===== src/rtl/w_route_sequencer_pkg.sv =====
// Shared widths, order-queue entry type and master one-hot codes for the
// W-channel route sequencer.
`ifndef AXI_LEN_BITS
`define AXI_LEN_BITS 4
`endif
`ifndef AXI_DATA_BITS
`define AXI_DATA_BITS 32
`endif
`ifndef AXI_STRB_BITS
`define AXI_STRB_BITS 4
`endif

package axi_w_pkg;
  localparam int NUM_M  = 3;
  localparam int LEN_W  = `AXI_LEN_BITS;
  localparam int DATA_W = `AXI_DATA_BITS;
  localparam int STRB_W = `AXI_STRB_BITS;

  localparam logic [2:0] M0_OH = 3'b001;
  localparam logic [2:0] M1_OH = 3'b010;
  localparam logic [2:0] M2_OH = 3'b100;

  typedef struct packed {
    logic [2:0]       grant;
    logic [LEN_W-1:0] len;
  } w_order_t;

  // Only a clean one-hot grant may enter the order queue.
  function automatic logic is_onehot3(logic [2:0] g);
    return (g == M0_OH) || (g == M1_OH) || (g == M2_OH);
  endfunction
endpackage


===== src/rtl/w_route_sequencer_if.sv =====
// AW order inputs plus the three master W ports and the slave W port.
// slave = sequencer view, master = environment view.
interface w_route_sequencer_if;
  logic [2:0]                AW_GRANT;
  logic [`AXI_LEN_BITS-1:0]  AW_LEN;
  logic                      AW_HIT;
  logic                      AW_STALL;

  logic [`AXI_DATA_BITS-1:0] WDATA_M0, WDATA_M1, WDATA_M2;
  logic [`AXI_STRB_BITS-1:0] WSTRB_M0, WSTRB_M1, WSTRB_M2;
  logic                      WLAST_M0, WLAST_M1, WLAST_M2;
  logic                      WVALID_M0, WVALID_M1, WVALID_M2;
  logic                      WREADY_M0, WREADY_M1, WREADY_M2;

  logic [`AXI_DATA_BITS-1:0] WDATA_S;
  logic [`AXI_STRB_BITS-1:0] WSTRB_S;
  logic                      WLAST_S;
  logic                      WVALID_S;
  logic                      WREADY_S;
  logic                      LAST_ERR;

  modport slave (
    input  AW_GRANT, AW_LEN, AW_HIT,
    output AW_STALL,
    input  WDATA_M0, WDATA_M1, WDATA_M2, WSTRB_M0, WSTRB_M1, WSTRB_M2,
    input  WLAST_M0, WLAST_M1, WLAST_M2, WVALID_M0, WVALID_M1, WVALID_M2,
    output WREADY_M0, WREADY_M1, WREADY_M2,
    output WDATA_S, WSTRB_S, WLAST_S, WVALID_S, LAST_ERR,
    input  WREADY_S
  );

  modport master (
    output AW_GRANT, AW_LEN, AW_HIT,
    input  AW_STALL,
    output WDATA_M0, WDATA_M1, WDATA_M2, WSTRB_M0, WSTRB_M1, WSTRB_M2,
    output WLAST_M0, WLAST_M1, WLAST_M2, WVALID_M0, WVALID_M1, WVALID_M2,
    input  WREADY_M0, WREADY_M1, WREADY_M2,
    input  WDATA_S, WSTRB_S, WLAST_S, WVALID_S, LAST_ERR,
    output WREADY_S
  );
endinterface


===== src/rtl/w_route_sequencer_order_fifo.sv =====
// Order queue of {grant, len} entries, one per accepted AW handshake.
module w_order_fifo
  import axi_w_pkg::*;
#(
  parameter  int DEPTH = 4,
  localparam int PTR_W = $clog2(DEPTH)
) (
  input  logic     clk,
  input  logic     rstn,
  input  logic     push_i,
  input  w_order_t din_i,
  input  logic     pop_i,
  output w_order_t head_o,
  output logic     full_o,
  output logic     empty_o
);
  w_order_t         mem_q [DEPTH];
  logic [PTR_W-1:0] wr_ptr_q, rd_ptr_q;
  logic [PTR_W:0]   count_q;
  logic             do_push, do_pop;

  assign full_o  = (count_q == (PTR_W+1)'(DEPTH));
  assign empty_o = (count_q == '0);
  // Full is taken from registered state only: a same-cycle pop does not
  // make room for a push until the next cycle.
  assign do_push = push_i & ~full_o;
  assign do_pop  = pop_i & ~empty_o;
  assign head_o  = mem_q[rd_ptr_q];

  // Entry storage.
  always_ff @(posedge clk or negedge rstn) begin
    if (!rstn) begin
      for (int i = 0; i < DEPTH; i++) mem_q[i] <= '0;
    end else if (do_push) begin
      mem_q[wr_ptr_q] <= din_i;
    end
  end

  // Pointers wrap naturally since DEPTH is a power of two.
  always_ff @(posedge clk or negedge rstn) begin
    if (!rstn) begin
      wr_ptr_q <= '0;
      rd_ptr_q <= '0;
      count_q  <= '0;
    end else begin
      if (do_push) wr_ptr_q <= wr_ptr_q + PTR_W'(1);
      if (do_pop)  rd_ptr_q <= rd_ptr_q + PTR_W'(1);
      case ({do_push, do_pop})
        2'b10:   count_q <= count_q + (PTR_W+1)'(1);
        2'b01:   count_q <= count_q - (PTR_W+1)'(1);
        default: count_q <= count_q;
      endcase
    end
  end
endmodule


===== src/rtl/w_route_sequencer.sv =====
// Routes W beats from M0/M1/M2 to the slave in AW grant order, generating
// WLAST from a beat counter and flagging master WLAST disagreements.
module w_route_sequencer
  import axi_w_pkg::*;
#(
  parameter int DEPTH = 4
) (
  input logic               clk,
  input logic               rstn,
  w_route_sequencer_if.slave bus
);
  logic [NUM_M-1:0][DATA_W-1:0] wdata_m;
  logic [NUM_M-1:0][STRB_W-1:0] wstrb_m;
  logic [NUM_M-1:0]             wvalid_m, wlast_m, wready_m;

  w_order_t         head, din;
  logic             empty, full, push, pop, hs, wlast_s, wlast_sel;
  logic             wvalid_s;
  logic [DATA_W-1:0] wdata_s;
  logic [STRB_W-1:0] wstrb_s;
  logic [LEN_W-1:0] beat_cnt_q, beat_cnt_d;

  assign wdata_m  = {bus.WDATA_M2, bus.WDATA_M1, bus.WDATA_M0};
  assign wstrb_m  = {bus.WSTRB_M2, bus.WSTRB_M1, bus.WSTRB_M0};
  assign wvalid_m = {bus.WVALID_M2, bus.WVALID_M1, bus.WVALID_M0};
  assign wlast_m  = {bus.WLAST_M2, bus.WLAST_M1, bus.WLAST_M0};

  assign din  = {bus.AW_GRANT, bus.AW_LEN};
  assign push = bus.AW_HIT & is_onehot3(bus.AW_GRANT);

  w_order_fifo #(.DEPTH(DEPTH)) u_order (
    .clk     (clk),
    .rstn    (rstn),
    .push_i  (push),
    .din_i   (din),
    .pop_i   (pop),
    .head_o  (head),
    .full_o  (full),
    .empty_o (empty)
  );

  // Lock the slave port onto the head master; everything idles at zero when empty.
  always_comb begin
    wdata_s   = '0;
    wstrb_s   = '0;
    wvalid_s  = 1'b0;
    wlast_sel = 1'b0;
    wready_m  = '0;
    if (!empty) begin
      for (int i = 0; i < NUM_M; i++) begin
        if (head.grant[i]) begin
          wdata_s     = wdata_m[i];
          wstrb_s     = wstrb_m[i];
          wvalid_s    = wvalid_m[i];
          wlast_sel   = wlast_m[i];
          wready_m[i] = bus.WREADY_S;
        end
      end
    end
  end

  assign wlast_s = ~empty & (beat_cnt_q == head.len);
  assign hs      = wvalid_s & bus.WREADY_S;
  assign pop     = hs & wlast_s;

  // Burst boundary comes from the counter only; the master flag is just checked.
  always_comb begin
    beat_cnt_d = beat_cnt_q;
    if (hs) beat_cnt_d = wlast_s ? '0 : beat_cnt_q + LEN_W'(1);
  end

  // Beat counter register.
  always_ff @(posedge clk or negedge rstn) begin
    if (!rstn) beat_cnt_q <= '0;
    else       beat_cnt_q <= beat_cnt_d;
  end

  assign bus.AW_STALL  = full;
  assign bus.WDATA_S   = wdata_s;
  assign bus.WSTRB_S   = wstrb_s;
  assign bus.WVALID_S  = wvalid_s;
  assign bus.WLAST_S   = wlast_s;
  assign bus.LAST_ERR  = hs & (wlast_sel != wlast_s);
  assign bus.WREADY_M0 = wready_m[0];
  assign bus.WREADY_M1 = wready_m[1];
  assign bus.WREADY_M2 = wready_m[2];

  // Upstream must hold AWREADY low while stalled; a hit while full is dropped.
  a_no_hit_when_full: assert property (@(posedge clk) disable iff (!rstn)
    !(bus.AW_HIT && bus.AW_STALL));
endmodule

===== src/flat_wrapper.sv =====
// flat-port wrapper written by rule: the top's interface ports become plain ports
module w_route_sequencer_flat import axi_w_pkg::*;
#(
  parameter int DEPTH = 4
)
  (clk, rstn, bus_AW_GRANT, bus_AW_LEN, bus_AW_HIT, bus_AW_STALL, bus_WDATA_M0, bus_WDATA_M1, bus_WDATA_M2, bus_WSTRB_M0, bus_WSTRB_M1, bus_WSTRB_M2, bus_WLAST_M0, bus_WLAST_M1, bus_WLAST_M2, bus_WVALID_M0, bus_WVALID_M1, bus_WVALID_M2, bus_WREADY_M0, bus_WREADY_M1, bus_WREADY_M2, bus_WDATA_S, bus_WSTRB_S, bus_WLAST_S, bus_WVALID_S, bus_LAST_ERR, bus_WREADY_S);
  w_route_sequencer_if bus_i ();
  input logic clk;
  input logic rstn;
  input wire logic [$bits(bus_i.AW_GRANT)-1:0] bus_AW_GRANT;
  input wire logic [$bits(bus_i.AW_LEN)-1:0] bus_AW_LEN;
  input wire logic [$bits(bus_i.AW_HIT)-1:0] bus_AW_HIT;
  output wire logic [$bits(bus_i.AW_STALL)-1:0] bus_AW_STALL;
  input wire logic [$bits(bus_i.WDATA_M0)-1:0] bus_WDATA_M0;
  input wire logic [$bits(bus_i.WDATA_M1)-1:0] bus_WDATA_M1;
  input wire logic [$bits(bus_i.WDATA_M2)-1:0] bus_WDATA_M2;
  input wire logic [$bits(bus_i.WSTRB_M0)-1:0] bus_WSTRB_M0;
  input wire logic [$bits(bus_i.WSTRB_M1)-1:0] bus_WSTRB_M1;
  input wire logic [$bits(bus_i.WSTRB_M2)-1:0] bus_WSTRB_M2;
  input wire logic [$bits(bus_i.WLAST_M0)-1:0] bus_WLAST_M0;
  input wire logic [$bits(bus_i.WLAST_M1)-1:0] bus_WLAST_M1;
  input wire logic [$bits(bus_i.WLAST_M2)-1:0] bus_WLAST_M2;
  input wire logic [$bits(bus_i.WVALID_M0)-1:0] bus_WVALID_M0;
  input wire logic [$bits(bus_i.WVALID_M1)-1:0] bus_WVALID_M1;
  input wire logic [$bits(bus_i.WVALID_M2)-1:0] bus_WVALID_M2;
  output wire logic [$bits(bus_i.WREADY_M0)-1:0] bus_WREADY_M0;
  output wire logic [$bits(bus_i.WREADY_M1)-1:0] bus_WREADY_M1;
  output wire logic [$bits(bus_i.WREADY_M2)-1:0] bus_WREADY_M2;
  output wire logic [$bits(bus_i.WDATA_S)-1:0] bus_WDATA_S;
  output wire logic [$bits(bus_i.WSTRB_S)-1:0] bus_WSTRB_S;
  output wire logic [$bits(bus_i.WLAST_S)-1:0] bus_WLAST_S;
  output wire logic [$bits(bus_i.WVALID_S)-1:0] bus_WVALID_S;
  output wire logic [$bits(bus_i.LAST_ERR)-1:0] bus_LAST_ERR;
  input wire logic [$bits(bus_i.WREADY_S)-1:0] bus_WREADY_S;
  assign bus_i.AW_GRANT = bus_AW_GRANT;
  assign bus_i.AW_LEN = bus_AW_LEN;
  assign bus_i.AW_HIT = bus_AW_HIT;
  assign bus_AW_STALL = bus_i.AW_STALL;
  assign bus_i.WDATA_M0 = bus_WDATA_M0;
  assign bus_i.WDATA_M1 = bus_WDATA_M1;
  assign bus_i.WDATA_M2 = bus_WDATA_M2;
  assign bus_i.WSTRB_M0 = bus_WSTRB_M0;
  assign bus_i.WSTRB_M1 = bus_WSTRB_M1;
  assign bus_i.WSTRB_M2 = bus_WSTRB_M2;
  assign bus_i.WLAST_M0 = bus_WLAST_M0;
  assign bus_i.WLAST_M1 = bus_WLAST_M1;
  assign bus_i.WLAST_M2 = bus_WLAST_M2;
  assign bus_i.WVALID_M0 = bus_WVALID_M0;
  assign bus_i.WVALID_M1 = bus_WVALID_M1;
  assign bus_i.WVALID_M2 = bus_WVALID_M2;
  assign bus_WREADY_M0 = bus_i.WREADY_M0;
  assign bus_WREADY_M1 = bus_i.WREADY_M1;
  assign bus_WREADY_M2 = bus_i.WREADY_M2;
  assign bus_WDATA_S = bus_i.WDATA_S;
  assign bus_WSTRB_S = bus_i.WSTRB_S;
  assign bus_WLAST_S = bus_i.WLAST_S;
  assign bus_WVALID_S = bus_i.WVALID_S;
  assign bus_LAST_ERR = bus_i.LAST_ERR;
  assign bus_i.WREADY_S = bus_WREADY_S;
  w_route_sequencer #(.DEPTH(DEPTH)) u_core (.clk(clk), .rstn(rstn), .bus(bus_i));
endmodule

===== config.mk =====
export PLATFORM = sky130hd
export DESIGN_NAME = w_route_sequencer_flat
export DESIGN_NICKNAME = d
export VERILOG_FILES = /design/src/rtl/w_route_sequencer_pkg.sv /design/src/rtl/w_route_sequencer_if.sv /design/src/rtl/w_route_sequencer_order_fifo.sv /design/src/rtl/w_route_sequencer.sv /design/src/flat_wrapper.sv
export SDC_FILE = /design/constraint.sdc
export NUM_CORES = 1
export LEC_CHECK = 0
export ABC_AREA = 1
export CELL_PAD_IN_SITES_DETAIL_PLACEMENT = 1
export CELL_PAD_IN_SITES_GLOBAL_PLACEMENT = 2
export CORE_MARGIN = 3
export CORE_UTILIZATION = 21
export CTS_BUF_LIST = sky130_fd_sc_hd__clkbuf_4
export CTS_CLUSTER_SIZE = 28
export DETAILED_ROUTE_END_ITERATION = 10
export GPL_TIMING_DRIVEN = 0
export HOLD_SLACK_MARGIN = 0.03
export PLACE_DENSITY_LB_ADDON = 0.15
export SLEW_MARGIN = 20
export SYNTH_ARGS = -nofsm -noshare
export SYNTH_HDL_FRONTEND = slang
export SYNTH_SLANG_ARGS = --single-unit

===== constraint.sdc =====
create_clock -name clk -period 3.6 [get_ports clk]
set_input_delay 0.72 -clock clk [delete_from_list [all_inputs] [get_ports clk]]
set_output_delay 0.72 -clock clk [all_outputs]
set_load 0.005 [all_outputs]

==> metrics.txt <==
drt drc 0; Clock Sinks 39; grt ovf 0; clock root buffer clkbuf_4; Least-Margin Pin Slew 621 ps; sequence of cells on the critical path buf_4, clkinv_2, nand3_1, nand2_1, nand2_1, inv_2, buf_4, nand2_1, a31oi_1, clkdlybuf4s50_1; RSZ-0062 raised after global routing false; Warnings, synthesis 0; Pins Over Slew Limit 0; Syn Inst Count 450; initial drt markers just under 200; CP Capture Type output pin; detailed-route via count 3715; static leakage about 2.2 nW; Post-synth ARST share 100%; fin crit share 93.4%; worst hold margin 206 ps; htree depth 2; main flop type after synthesis dfrtp_1; CP Class flop to output pin; Hold WC Path Type input pin to async pin; Total Routing Usage GR 17.6%; post-route insts no fill 806; Top cell by count, worst path nand2_1; core area 13900 sq um; vias in the first global route 3952; Critical Path RT between 2000 and 3000 ps; power per cell area 939 nW/um^2; # fillers 1734; Area Overhead vs Synth 65.8%; area of the die 15800 sq um; Clock Tree Buf Depth 2; Worst VDD drop 319 uV; Synth cell types 33; Avg Cell Area, Syn approximately 6.7 sq um; routability cong. approximately 0.86; post-synth top area share 32.4%; Fin Clk Skew roughly 21 ps; std cell rows 43; TritonRoute pass-1 iters 4; sequential area share after synthesis 32.4%; # placed instances 798; Die Ht 126 um; slowest library cell on the worst path clkdlybuf4s50_1; post-CTS setup buffer count 0; hold_buf cts 0; vias per inst 4.61; clk slew on worst S/H paths 140 ps; first-pass GRT wire length 22.6 mm; I/O Buffers roughly 170; total negative slack 0 ps; CP arrival 2640 ps; largest family of logic cells by synthesized area simple AND/OR/NAND/NOR gates; CTS tree done; antenna violations before repair 0; clock latency on the worst-skew pair approximately 360 ps; Final Hold Fails 0; Worst Setup Start Kind flop; Layout Nets around 760; WL/cell 17.5 um; Die X 126 um; mux contribution to synthesized area 0%; # IOs 168; final wirelength 14.1 mm; Synth Area in Adders 3.16%; Netlist Area Pre-Place 3010 sq um; Final min period 3360 ps; Max Cap Viol 0; syn nets 582; Post-synth EDFFs 0; Final ANT Viol Nets 0; Ant. Diodes 0; synth top area cells dfrtp_1 32%, nand2_1 23%, o21ai_0 12%; CP max FO 10; Seq cells post-synth 39; PostCTS Resize Cnt 0; largest net degree at the start of global routing 31; fmax 297 MHz; # setup viols final 0; Compound-Gate Fraction of Synth Area 20.0%; TritonCTS buffer count 5; hpwl dp about 11 mm; status completed; Synth Area in Simple Gates 33.4%; share of cells above drive strength 1 8.31%; Max stage delay on crit path 550 ps; Synth Area in XOR/XNOR about 2.3%; Slew headroom between 50 and 60%; Yosys top cell by area dfrtp_1; Initial Util ~22%
[sequential cells by signal (all words and copies together) (netlist names)]
signal	cells
u_core.u_order.rd_ptr_q	2
u_core.u_order.wr_ptr_q	2
u_core.u_order.count_q	3
u_core.u_order.mem_q	28
u_core.beat_cnt_q	4
[synthesized netlist by cell type, drive strengths merged, types with 4 or more instances]
library cell and n:
buf 18, nand3 24, dfrtp 39, ha 6, o21ai 70, clkbuf 7, xor2 6, inv 26
nor2 16, nand2 189, a31oi 36, a21oi 4
[final cells by class]
| class | instances | area, sq um | share of cell area [%] |
|---|---|---|---|
| Clock inverter | 2 | 12.5 | 0.251 |
| Multi-Input combinational cell | 359 | 1780 | 35.6 |
| Buffer | 25 | 163 | 3.26 |
| Timing Repair Buffer | 168 | 1690 | 33.8 |
| Tap cell | 180 | 225 | 4.51 |
| Sequential cell | 39 | 976 | 19.5 |
| Clock buffer | 6 | 45.0 | 0.902 |
| Inverter | 27 | 108 | 2.15 |
[through the flow]
step	setup slack (ps)	area, sq um	utilization, %	power, mW
after floorplan	1150	3010	-	2.63
after global placement	312	4910	35.2	4.40
after detailed placement	215	4920	35.3	4.49
after CTS	108	4980	35.7	4.74
after global routing	0.191	4990	35.8	5.18
final	238	4990	35.8	4.69
[per-layer routing]
metal / vias up / track usage (%) / share of wire (%)
li1: 1839 / - / -
met1: 1751 / 23.1 / 44
met5: - / 0 / 0
met3: 19 / 2.67 / 4.0
met4: 0 / 3.60 / 1.5
met2: 106 / 30.9 / 50
[final timing paths]
kind | slack [ps] | start | cells after the start | end
setup / recovery | 240 | u_core.u_order.rd_ptr_q[1] | 10 | bus_WDATA_S[22]
hold / removal | 210 | rstn | 1 | u_core.u_order.count_q[2]
setup reg to reg | 840 | u_core.u_order.rd_ptr_q[1] | 14 | u_core.u_order.count_q[2]
hold reg to reg | 510 | u_core.u_order.mem_q[3] | 2 | u_core.u_order.mem_q[3]
max in group asynchronous | 2920 | rstn | 2 | u_core.u_order.mem_q[10]
min in group clk | 510 | u_core.u_order.mem_q[3] | 2 | u_core.u_order.mem_q[3]
[power breakdown]
| group | switching [mW] | internal [mW] |
|---|---|---|
| clock network | 0.157 | 0.0831 |
| registers | 0.114 | 0.639 |
| logic | 1.96 | 1.73 |
| total | 2.24 | 2.45 |
[layout by cell type, fill, tap and decap left out, types with 4 or more instances in the layout]
| cell type | count |
|---|---|
| a21oi_1 | 4 |
| buf_4 | 7 |
| clkbuf_4 | 7 |
| inv_1 | 23 |
| nand3_1 | 21 |
| clkbuf_1 | 4 |
| o21ai_0 | 70 |
| xor2_1 | 5 |
| buf_2 | 7 |
| a31oi_1 | 36 |
| nand2_1 | 183 |
| nor2_1 | 10 |
| clkbuf_2 | 4 |
| dfrtp_1 | 39 |
| nand2_2 | 6 |
| nor2_4 | 4 |
| ha_1 | 6 |
| clkdlybuf4s50_1 | 166 |
[cell families after synthesis]
| kind of cell | count (synthesis) |
|---|---|
| and+or+nand+nor | 234 |
| adders and majority gates | 7 |
| xor gates and xnor gates | 7 |
| AOI/OAI and AO/OA | 111 |
| DFF | 39 |
| buffers and inverters | 52 |
[worst max-delay path, delay by kind of cell, from the launching register on]
kind                   cells  cell delay [ps]
AOI/OAI and AO/OA          1              140
buffers and inverters      5             1250
DFF                        1              390
and+or+nand+nor            4              510
Power figures use the tool's default switching activity.
